[src/rtl/mips_dbg_pkg.sv]
// Shared types and constants for the MIPS debug readout blocks.
package mips_dbg_pkg;

  localparam int DM_WORD_BYTES = 4;
  localparam int RF_DEPTH      = 32;
  localparam int RF_ADDR_W     = $clog2(RF_DEPTH);
  localparam int BYTE_CNT_W    = $clog2(DM_WORD_BYTES);
  localparam int WORD_W        = 8 * DM_WORD_BYTES;

  typedef enum logic [1:0] {
    IDLE    = 2'd0,
    FETCH   = 2'd1,
    PRESENT = 2'd2,
    FINISH  = 2'd3
  } dump_state_e;

endpackage

[src/rtl/dump_word_assembler.sv]
// Builds one 32-bit word from DataMemory bytes, MSB first, or loads a
// register-file word whole.
module dump_word_assembler
  import mips_dbg_pkg::*;
(
  input  logic                  clk,
  input  logic                  reset,
  input  logic                  clear_i,
  input  logic                  shift_i,
  input  logic                  load_i,
  input  logic [7:0]            byte_i,
  input  logic [WORD_W-1:0]     word_i,
  output logic [WORD_W-1:0]     word_o,
  output logic [BYTE_CNT_W-1:0] byteCnt_o,
  output logic                  lastByte_o
);

  localparam logic [BYTE_CNT_W-1:0] LAST_BYTE = BYTE_CNT_W'(DM_WORD_BYTES - 1);

  logic [WORD_W-1:0]     word_q, word_d;
  logic [BYTE_CNT_W-1:0] cnt_q, cnt_d;

  // The byte counter wraps naturally after the last byte, so it is already
  // zero when the next word's fetch begins.
  always_comb begin
    word_d = word_q;
    cnt_d  = cnt_q;
    if (clear_i) begin
      cnt_d = '0;
    end else if (load_i) begin
      word_d = word_i;
    end else if (shift_i) begin
      word_d = {word_q[WORD_W-9:0], byte_i};
      cnt_d  = cnt_q + BYTE_CNT_W'(1);
    end
  end

  always_ff @(posedge clk or posedge reset) begin
    if (reset) begin
      word_q <= '0;
      cnt_q  <= '0;
    end else begin
      word_q <= word_d;
      cnt_q  <= cnt_d;
    end
  end

  assign word_o     = word_q;
  assign byteCnt_o  = cnt_q;
  assign lastByte_o = (cnt_q == LAST_BYTE);

endmodule

[src/rtl/mem_dump.sv]
// Post-halt state readout: streams DataMemory words or register-file
// entries out over a valid/ready port.
module mem_dump
  import mips_dbg_pkg::*;
#(
  parameter int BYTE_ADDR_W = 10,
  parameter int CNT_W       = 8
) (
  input  logic                   clk,
  input  logic                   reset,
  input  logic                   start,
  input  logic                   sel_rf,
  input  logic [BYTE_ADDR_W-1:0] base_addr,
  input  logic [CNT_W-1:0]       num_words,
  output logic [BYTE_ADDR_W-1:0] mem_addr,
  input  logic [7:0]             mem_rdata,
  output logic [RF_ADDR_W-1:0]   rf_addr,
  input  logic [WORD_W-1:0]      rf_rdata,
  output logic                   out_valid,
  input  logic                   out_ready,
  output logic [WORD_W-1:0]      out_data,
  output logic [CNT_W-1:0]       out_index,
  output logic                   busy,
  output logic                   done
);

  dump_state_e            state_q;
  logic                   selRf_q;
  logic [BYTE_ADDR_W-1:0] baseAddr_q;
  logic [CNT_W-1:0]       numWords_q;
  logic [CNT_W-1:0]       idx_q;

  logic                   asmClear, asmShift, asmLoad, lastByte;
  logic [BYTE_CNT_W-1:0]  byteCnt;
  logic [WORD_W-1:0]      word;

  assign asmClear = (state_q == IDLE) && start;
  assign asmShift = (state_q == FETCH) && !selRf_q;
  assign asmLoad  = (state_q == FETCH) && selRf_q;

  dump_word_assembler u_asm (
    .clk        (clk),
    .reset      (reset),
    .clear_i    (asmClear),
    .shift_i    (asmShift),
    .load_i     (asmLoad),
    .byte_i     (mem_rdata),
    .word_i     (rf_rdata),
    .word_o     (word),
    .byteCnt_o  (byteCnt),
    .lastByte_o (lastByte)
  );

  // Read addresses are parked at zero outside a fetch; both wrap by width.
  assign mem_addr = asmShift
                  ? baseAddr_q + BYTE_ADDR_W'({idx_q, 2'b00}) + BYTE_ADDR_W'(byteCnt)
                  : '0;
  assign rf_addr  = asmLoad
                  ? baseAddr_q[RF_ADDR_W-1:0] + idx_q[RF_ADDR_W-1:0]
                  : '0;

  always_ff @(posedge clk or posedge reset) begin
    if (reset) begin
      state_q    <= IDLE;
      selRf_q    <= 1'b0;
      baseAddr_q <= '0;
      numWords_q <= '0;
      idx_q      <= '0;
    end else begin
      case (state_q)
        IDLE: begin
          if (start) begin
            selRf_q    <= sel_rf;
            baseAddr_q <= base_addr;
            numWords_q <= num_words;
            idx_q      <= '0;
            state_q    <= (num_words == '0) ? FINISH : FETCH;
          end
        end
        FETCH: begin
          if (selRf_q || lastByte) state_q <= PRESENT;
        end
        PRESENT: begin
          if (out_ready) begin
            idx_q   <= idx_q + CNT_W'(1);
            state_q <= ((idx_q + CNT_W'(1)) == numWords_q) ? FINISH : FETCH;
          end
        end
        FINISH: state_q <= IDLE;
        default: state_q <= IDLE;
      endcase
    end
  end

  // The assembler holds its word through PRESENT, keeping data stable under backpressure.
  assign out_valid = (state_q == PRESENT);
  assign out_data  = word;
  assign out_index = idx_q;
  assign busy      = (state_q != IDLE);
  assign done      = (state_q == FINISH);

endmodule
[config.mk]
export PLATFORM = sky130hd
export DESIGN_NAME = mem_dump
export DESIGN_NICKNAME = d
export VERILOG_FILES = /design/src/rtl/mips_dbg_pkg.sv /design/src/rtl/dump_word_assembler.sv /design/src/rtl/mem_dump.sv
export SDC_FILE = /design/constraint.sdc
export NUM_CORES = 1
export LEC_CHECK = 0
export CAP_MARGIN = 20
export CORE_UTILIZATION = 35
export DETAILED_ROUTE_END_ITERATION = 6
export GPL_TIMING_DRIVEN = 0
export PLACE_DENSITY = 0.62
export SYNTH_ARGS = -nofsm -noshare
export SYNTH_HDL_FRONTEND = slang
export SYNTH_HIERARCHICAL = 1
export SYNTH_SLANG_ARGS = --single-unit
[constraint.sdc]
create_clock -name clk -period 2.89 [get_ports clk]
set_input_delay 0.289 -clock clk [delete_from_list [all_inputs] [get_ports clk]]
set_output_delay 0.289 -clock clk [all_outputs]
set_load 0.05 [all_outputs]
Word level (Yosys, flattened, before mapping):

Index checks and enable logic that the tools add are counted.

* register bits after elaboration: 63
* bits of input ports: 63
* output and inout bits: 58

* add/sub/neg operators: 5
* equality and inequality tests: 9
* muxes and demuxes: 16
* bitwise operators: 1
* reductions and logical operators: 16

Operator list (count)
* 32-bit two-way mux: 2
* 2-bit two-way mux: 8
* 8-bit two-way mux: 2
* 8-bit one-hot mux with 2 select lines: 1
* 10-bit adder: 1
* 10-bit by 2-bit adder with 10-bit output: 1
* 10-bit two-way mux: 1
* 8-bit by 1-bit adder with 8-bit output (second input constant): 1
* 8-bit == test: 1
* 8-bit zero test: 1
* 2-bit one-hot mux with 4 select lines: 1
* 2-bit nonzero test: 4
* 2-bit == test (second input constant): 3
* 2-bit AND reduction: 3
* 3-bit AND reduction: 2
* 5-bit adder: 1
* 5-bit two-way mux: 1
* 2-bit by 1-bit != test with 1-bit output (second input constant): 2
* 2-bit != test (second input constant): 2
* 1-bit logical AND: 3
* 2-bit by 1-bit adder with 2-bit output (second input constant): 1
* 2-bit by 1-bit == test with 1-bit output (second input constant): 1
* 2-bit zero test: 1
* 1-bit zero test: 1
* 2 further kinds: 2

Longest topological paths before layout:

Gate-level depths: netlist of run 1.

* depth after elaboration: 5
* gate-level depth with buffers: 9
* gate-level depth less buffers: 9

Modules after synthesis:

The synthesis of run 1 kept the hierarchy.

By module, submodules not included
* mem_dump: times used 1, cells an instance 202, area an instance 2005.7 um^2, sequential area each 725.7 um^2
* dump_word_assembler: times used 1, cells an instance 171, area an instance 1600.3 um^2, sequential area each 850.8 um^2

Worst setup path before layout of run 1:

Ideal clock, no wire load.

* path type: flip-flop to output port
* start point: reg idx_q[0], in the netlist out_index[0]
* end point: out mem_addr[8]
* data arrival time: 2848 ps
* required time: 2601 ps
* slack: -247 ps
* cell stages (with the launch flop): 8
* cell sequence: dfrtp_1 -> ha_1 -> nor2b_1 -> o21a_1 -> o21ai_0 -> a21oi_1 -> o21a_1 -> nor3_1

* cells in the longest elaborated chain, start to end: 3

RTL lines
* start: declaration: RTL line mem_dump.sv:31 `logic [CNT_W-1:0] idx_q;`
* start signal: assignment: RTL line mem_dump.sv:85 `idx_q <= idx_q + CNT_W'(1);`
* 10-bit adder: RTL line mem_dump.sv:56 `? baseAddr_q + BYTE_ADDR_W'({idx_q, 2'b00}) + BYTE_ADDR_W'(byteCnt)`
* 10-bit by 2-bit adder with 10-bit output: RTL line mem_dump.sv:56
* 10-bit two-way mux: RTL line mem_dump.sv:56
* end: declaration: RTL line mem_dump.sv:15 `output logic [BYTE_ADDR_W-1:0] mem_addr,`

Every way passes these cells.

Worst setup path after layout of run 1:

* start point: reg idx_q[0], in the netlist out_index[0]
* end point: out mem_addr[3]

Same word-level chain as after synthesis.

==> impl_metrics.py, run 1 <==
metrics = {
    "grt": {
        "grt.total_usage": 0.200,
        "gr-total-overflow": 0,
        "grt_pass1_vias": 3233,
        "grt_max_degree": 22,
        "antenna_found_initial": 0,
        "grt_pass1_wl_mm": 16.9,
    },
    "synthesis": {
        "synthCells": 373,
        "ys_ff_latch": 63,
        "syn_area_per_cell_sq_um": 9.67,
        "ys_async_sr_fraction": 1.00,
        "synth_ff_type": "dfrtp_1",
        "synth.distinct_cells": 45,
        "syn_nets": 453,
        "synth_enable_flop_cells": 0,
        "synth_area_sq_mm": 0.00361,
        "ys_seq_area_frac": 0.437,
        "yosysWarnings": 6,
    },
    "worst_setup_path": {
        "worstPathRequired_ns": 2.60,
        "startpoint_type": "flop",
        "end_kind": "primary output",
        "slowest_stage": "clkdlybuf4s50_1",
        "path_class": "flop to primary output",
        "crit_chain": "ha_1 > nor2b_1 > nor2_1 > xor2_1 > nor2_1 > clkdlybuf4s50_1",
        "path_common_cell": "nor2_1",
        "critical_path_peak_fanout": 9,
        "max_stage_delay_ns": 0.80,
        "critPathBufInv": 1,
        "critPathArrivalTime_ns": 2.49,
        "crit_family": "buffers and inverters",
    },
    "cells_and_area": {
        "stdcell_count": 644,
        "diodes": 0,
        "fin_nets": 586,
        "area_growth_pct": 44.5,
        "fin_area_sq_mm": 0.00521,
        "layout-drive-gt1-share": 0.129,
    },
    "route": {
        "drtAntennaViolNets": 0,
        "drc": 0,
        "drt-pass1-iter-count": 5,
        "via_per_inst": 5.17,
        "wire_per_inst_um": 16.3,
        "dr.first_iter.drc_count": 127,
        "vias": 3332,
        "drt_wl_total_mm": 10.5,
    },
    "sta": {
        "skew_ns": 0.00896,
        "hold_violations": 0,
        "rsz0062_at_grt": "false",
        "fin_tns_setup_ns": 0,
        "relSlewSlack": 0.489,
        "finalSetupViolCount": 0,
        "fin_crit_sh": 0.961,
        "fin_hold_ws_ns": 0.390,
        "fmax_ghz": 0.360,
        "worst_pin_slew_ns": 0.765,
        "slew_viol_final": 0,
        "min_period_ns": 2.78,
    },
    "floorplanning": {
        "die_h_um": 104,
        "die_area_sq_mm": 0.0107,
        "initial_core_util": 0.366,
        "coreArea_sq_mm": 0.00986,
        "rows": 36,
        "die_w_um": 104,
        "ios": 121,
    },
    "cts": {
        "clk_pin_slew_worst_paths_ns": 0.07,
        "numCtsBuffers": 9,
        "htree_num_levels": 3,
        "postCtsSetupRepairBufs": 0,
        "cts_sinks": 63,
        "cts_tree": "yes",
        "cts_hold_buffers": 0,
        "worst_skew_pair.late_latency_ns": 0.34,
        "cts-root-buf": "clkbuf_8",
        "cts_buffer_depth": 2,
    },
    "placement": {
        "dp_cells": 628,
        "place_hpwl_mm": 8.23,
        "globalplace.congestion": 0.887,
        "io_buffers": 120,
        "postPlaceCellArea_sq_mm": 0.00503,
    },
    "power": {
        "p_leak_nw": 2.18,
        "total_power_w": 0.00621,
        "peakVddDrop_v": 0.000530,
        "power_density_mw_per_mm2": 1190,
    },
    "run": {
        "maxCapViolCount": 0,
    },
    "status": {
        "status": "finished, final reports clean",
    },
    "worst_hold_path": {
        "hp-class": "input port to asynchronous set/reset pin",
    },
}
flip-flops by register name (all words and copies together) (netlist names):
name	count
numWords_q	8
baseAddr_q	10
u_asm/word_o	32
out_index	8
u_asm/byteCnt_o	2
state_q	2
selRf_q	1
cell type report:
cell class	count	area [sq um]
multi-input cells	278	1860
fillers	918	4650
inverters	11	41.3
clock inverters	4	45.0
repair buffers	122	1240
flip-flops and latches	63	1580
plain buffers	21	143
well taps	133	166
clock buffers	12	145
through the flow:
stage / utilization / worst slack (ns)
finish: 0.528 / 0.111
global route: 0.528 / 0.000494
CTS: 0.528 / 0.00956
detailed placement: 0.510 / -0.138
global placement: 0.505 / -0.124
floorplan: - / 0.0517
worst register-to-register path: stages, from the launching register on:
cell and delay (ns):
dfrtp_1 0.42, or2_1 0.32, nor2_4 0.20, buf_6 0.19, buf_6 0.14, nand2b_1 0.23
buf_2 0.28, o22ai_1 0.13, a21oi_1 0.15
metal layers:
layer	vias to the layer above	part of all wire	track usage
li1	1607	-	-
met1	1615	0.44	0.255
met5	-	0	0
met4	0	0.0095	0.0590
met3	10	0.050	0.0422
met2	100	0.50	0.339
path summary, 6_finish.rpt:
path / start / end / slack, ns / cells past startpoint
worst max-delay path: out_index[0] / mem_addr[3] / 0.11 / 6
worst min-delay path: reset / u_asm/byteCnt_o[1] / 0.39 / 2
worst max register to register: state_q[0] / u_asm/word_o[18] / 0.77 / 8
worst min register to register: baseAddr_q[8] / baseAddr_q[8] / 0.51 / 1
max in group asynchronous: reset / baseAddr_q[6] / 1.90 / 3
min in group clk: base_addr[1] / baseAddr_q[1] / 0.50 / 3
logic make-up after synthesis:
family                   after synthesis  synth area share
AO/OA/AOI/OAI                         95             0.156
XOR/XNOR                              22            0.0555
adder cells (fa/ha/maj)               17            0.0632
buffers and inverters                 32            0.0510
flip-flops                            63             0.437
multiplexers                          21            0.0659
AND/OR/NAND/NOR                      123             0.171
cell usage after synthesis (2+ instances only):
library cell / number / area, sq um
a21o_1: 2 / 15.0
a21oi_1: 27 / 135
and2_1: 5 / 31.3
buf_2: 6 / 30.0
buf_4: 3 / 22.5
buf_6: 6 / 67.6
clkbuf_1: 5 / 18.8
dfrtp_1: 63 / 1580
fa_1: 2 / 40.0
ha_1: 15 / 188
inv_1: 11 / 41.3
mux2_2: 17 / 191
mux2i_1: 2 / 20.0
nand2_1: 12 / 45.0
nand2b_1: 3 / 18.8
nand3_1: 3 / 15.0
nand3_2: 2 / 20.0
nand4_1: 2 / 12.5
nor2_1: 38 / 143
nor2_4: 2 / 22.5
nor2b_1: 3 / 18.8
nor3_1: 44 / 220
o21a_1: 7 / 52.6
o21ai_0: 17 / 85.1
o21ai_1: 2 / 10.0
o22ai_1: 35 / 219
or4_1: 2 / 15.0
xnor2_1: 11 / 96.3
xor2_1: 10 / 87.6
placed cells by master (no fill, tap or decap), types with 7 or more instances in the layout:
| cell type | netlist | layout |
|---|---|---|
| nand2_1 | 12 | 12 |
| clkbuf_8 | 0 | 10 |
| o22ai_1 | 35 | 35 |
| clkdlybuf4s50_1 | 0 | 109 |
| o21ai_0 | 17 | 17 |
| dfrtp_1 | 63 | 62 |
| ha_1 | 15 | 15 |
| nor2_1 | 38 | 38 |
| mux2_2 | 17 | 17 |
| xor2_1 | 10 | 10 |
| clkbuf_1 | 5 | 7 |
| inv_1 | 11 | 11 |
| nor3_1 | 44 | 42 |
| buf_2 | 6 | 7 |
| a21oi_1 | 27 | 27 |
| xnor2_1 | 11 | 11 |
| o21a_1 | 7 | 7 |
power by group:
part | internal (W) | leakage, nW | switching (W)
registers | 0.00129 | 0.740 | 0.000380
clock network | 0.000418 | 0.100 | 0.000338
logic | 0.00147 | 1.34 | 0.00231
repair_timing:
| item | CTS | global route |
|---|---|---|
| resized for setup | 19 | 9 |
| pin swaps | 0 | 0 |
| endpoints found under the setup margin | 10 | 6 |
(Power assumes the default switching activity.)
==> run 2, diff against run 1 <==
Settings changed: ABC_CLOCK_PERIOD_IN_PS from default to 2890, CORE_MARGIN from default to 4, DONT_BUFFER_PORTS from default to 1, PLACE_DENSITY 0.62 to 0.47.
==> run 2 against run 1 <==
Die area increased by 12%. Utilization decreased by 11 points. Clock power increased by 24%. Highest routed layer unchanged. Non-clock buffer count decreased by 114. Via count decreased by 13%. Critical path type unchanged.
==> impl_metrics.py, run 2 (same netlist as run 1, synthesis figures left out) <==
metrics = {
    "status": {
        "status": "finished, final reports clean",
    },
    "placement": {
        "globalplace.congestion": 0.804,
        "postPlaceCellArea_sq_mm": 0.00384,
        "io_buffers": 0,
        "place_hpwl_mm": 8.24,
        "dp_cells": 509,
    },
    "sta": {
        "finalSetupViolCount": 0,
        "hold_violations": 0,
        "relSlewSlack": 0.366,
        "fin_tns_setup_ns": 0,
        "slew_viol_final": 0,
        "rsz0062_at_grt": "true",
        "fmax_ghz": 0.352,
        "worst_pin_slew_ns": 0.948,
        "skew_ns": 0.0100,
        "fin_crit_sh": 0.984,
        "min_period_ns": 2.84,
    },
    "route": {
        "wire_per_inst_um": 20.3,
        "dr_wl_met2_mm": 4.81,
        "vias": 2906,
        "dr.first_iter.drc_count": 176,
        "dr_wl_met3_mm": 1.01,
        "drt-pass1-iter-count": 5,
        "drtAntennaViolNets": 0,
        "highest_layer": "met4",
        "drc": 0,
        "wl_met1_mm": 4.89,
        "via_per_inst": 5.48,
        "drt_wl_total_mm": 10.8,
    },
    "worst_setup_path": {
        "rrSetupSlack_ns": 0.47,
        "path_common_cell": "o21a_1",
        "reg2reg_depth": 8,
        "critPathArrivalTime_ns": 2.55,
        "cp-startpoint": "out_index[0]",
        "startpoint_type": "flop",
        "end_kind": "primary output",
        "r2r-start": "state_q[0]",
        "critical_path_peak_fanout": 7,
        "crit_chain": "ha_4 > nor2b_4 > o21a_1 > o21a_1 > o21a_1 > o21a_1 > nor3_4",
        "max_stage_delay_ns": 0.60,
        "slowest_stage": "dfrtp_4",
        "worstPathRequired_ns": 2.60,
        "path_class": "flop to primary output",
    },
    "cts": {
        "cts_sinks": 63,
        "clk_pin_slew_worst_paths_ns": 0.07,
        "cts_tree": "yes",
        "cts-root-buf": "clkbuf_8",
        "htree_num_levels": 3,
        "cts_buffer_depth": 2,
        "worst_skew_pair.late_latency_ns": 0.34,
        "numCtsBuffers": 9,
    },
    "floorplanning": {
        "initial_core_util": 0.364,
        "ios": 121,
        "die_w_um": 110,
        "rows": 36,
        "die_area_sq_mm": 0.0120,
        "coreArea_sq_mm": 0.00991,
        "die_h_um": 110,
    },
    "grt": {
        "grt_pass1_wl_mm": 16.6,
        "grt_max_degree": 22,
        "antenna_found_initial": 0,
        "grt.total_usage": 0.184,
        "grt_pass1_vias": 2902,
        "gr-total-overflow": 0,
    },
    "worst_hold_path": {
        "hp-start": "base_addr[1]",
        "hp-class": "input port to flop",
        "hold_depth": 2,
    },
    "cells_and_area": {
        "area_growth_pct": 16.1,
        "stdcell_count": 530,
        "mostFrequentLayoutCell": "dfrtp_1",
        "largest_reg_flops": 32,
        "multi_input_area_sq_mm": 0.00191,
        "fin_nets": 472,
        "fillers": 994,
        "layout_common_cells": "dfrtp_1, nor3_1, o22ai_1, nor2_1, a21oi_1",
        "seq_area_sq_mm": 0.00159,
        "diodes": 0,
        "fin_util": 0.423,
        "layout-drive-gt1-share": 0.199,
        "fin_area_sq_mm": 0.00419,
    },
    "run": {
        "maxCapViolCount": 0,
    },
    "power": {
        "total_power_w": 0.00587,
        "peakVddDrop_v": 0.000583,
        "power_density_mw_per_mm2": 1400,
        "p_leak_nw": 1.70,
    },
}
## run 2: cell types whose count changed in the layout (fill, tap and decap cells not counted), moves of 3 or more
cell             change
buf_4                +3
clkdlybuf4s50_1    -109
dfrtp_1              -5
dfrtp_2              +3
dlygate4sd2_1        -3
dlymetal6s2s_1       -3
nor2_1               -4
## run 2: worst max-delay path, delay by kind of cell (launching register included)
| family | cells | cell delay [ns] |
|---|---|---|
| AO/OA/AOI/OAI | 4 | 0.79 |
| adder cells (fa/ha/maj) | 1 | 0.29 |
| flip-flops | 1 | 0.60 |
| AND/OR/NAND/NOR | 2 | 0.54 |
## run 2: worst paths after layout
| path | to |
|---|---|
| max in group asynchronous | out_index[0] |
| hold / removal | baseAddr_q[1] |
| setup / recovery | mem_addr[6] |
| hold reg to reg | baseAddr_q[6] |
| setup reg to reg | u_asm/word_o[31] |
| min in group asynchronous | u_asm/word_o[31] |
## run 2: area by class of cell
type	count	area share
Timing Repair Buffer	8	0.0236
Inverter	11	0.00986
Tap cell	133	0.0397
Sequential cell	63	0.379
Clock buffer	10	0.0305
Buffer	21	0.0341
Multi-Input combinational cell	278	0.457
Clock inverter	6	0.0260
## run 2: power breakdown
group | switching [W] | internal, W | total [W]
clock | 0.000365 | 0.000572 | 0.000938
sequential | 0.00124 | 0.00128 | 0.00251
combinational | 0.00143 | 0.000986 | 0.00242
total | 0.00303 | 0.00283 | 0.00587
## run 2: repair_timing
action                                  in CTS  in global routing
endpoints found under the hold margin       27                  0
buffers inserted                             1                  3
gates resized for setup                     11                 10
pin swaps                                    3                  6
endpoints found under the setup margin      10                  4
hold buffers                                 1                  0
## run 2: per-layer routing
metal	vias up	global-route usage
met5	-	0
li1	1389	-
met3	4	0.0611
met2	109	0.264
met4	0	0.0472
met1	1404	0.266
## run 2: stage by stage
| step | hold WS (ns) | setup WS, ns |
|---|---|---|
| 3_5_place_dp | 0.300 | -0.160 |
| 2_1_floorplan | 0.367 | 0.0517 |
| 4_1_cts | 0.0599 | 0.00447 |
| 5_1_grt | 0.0782 | -0.0506 |
| 6_report | 0.0785 | 0.0465 |
| 3_3_place_gp | 0.425 | -0.160 |
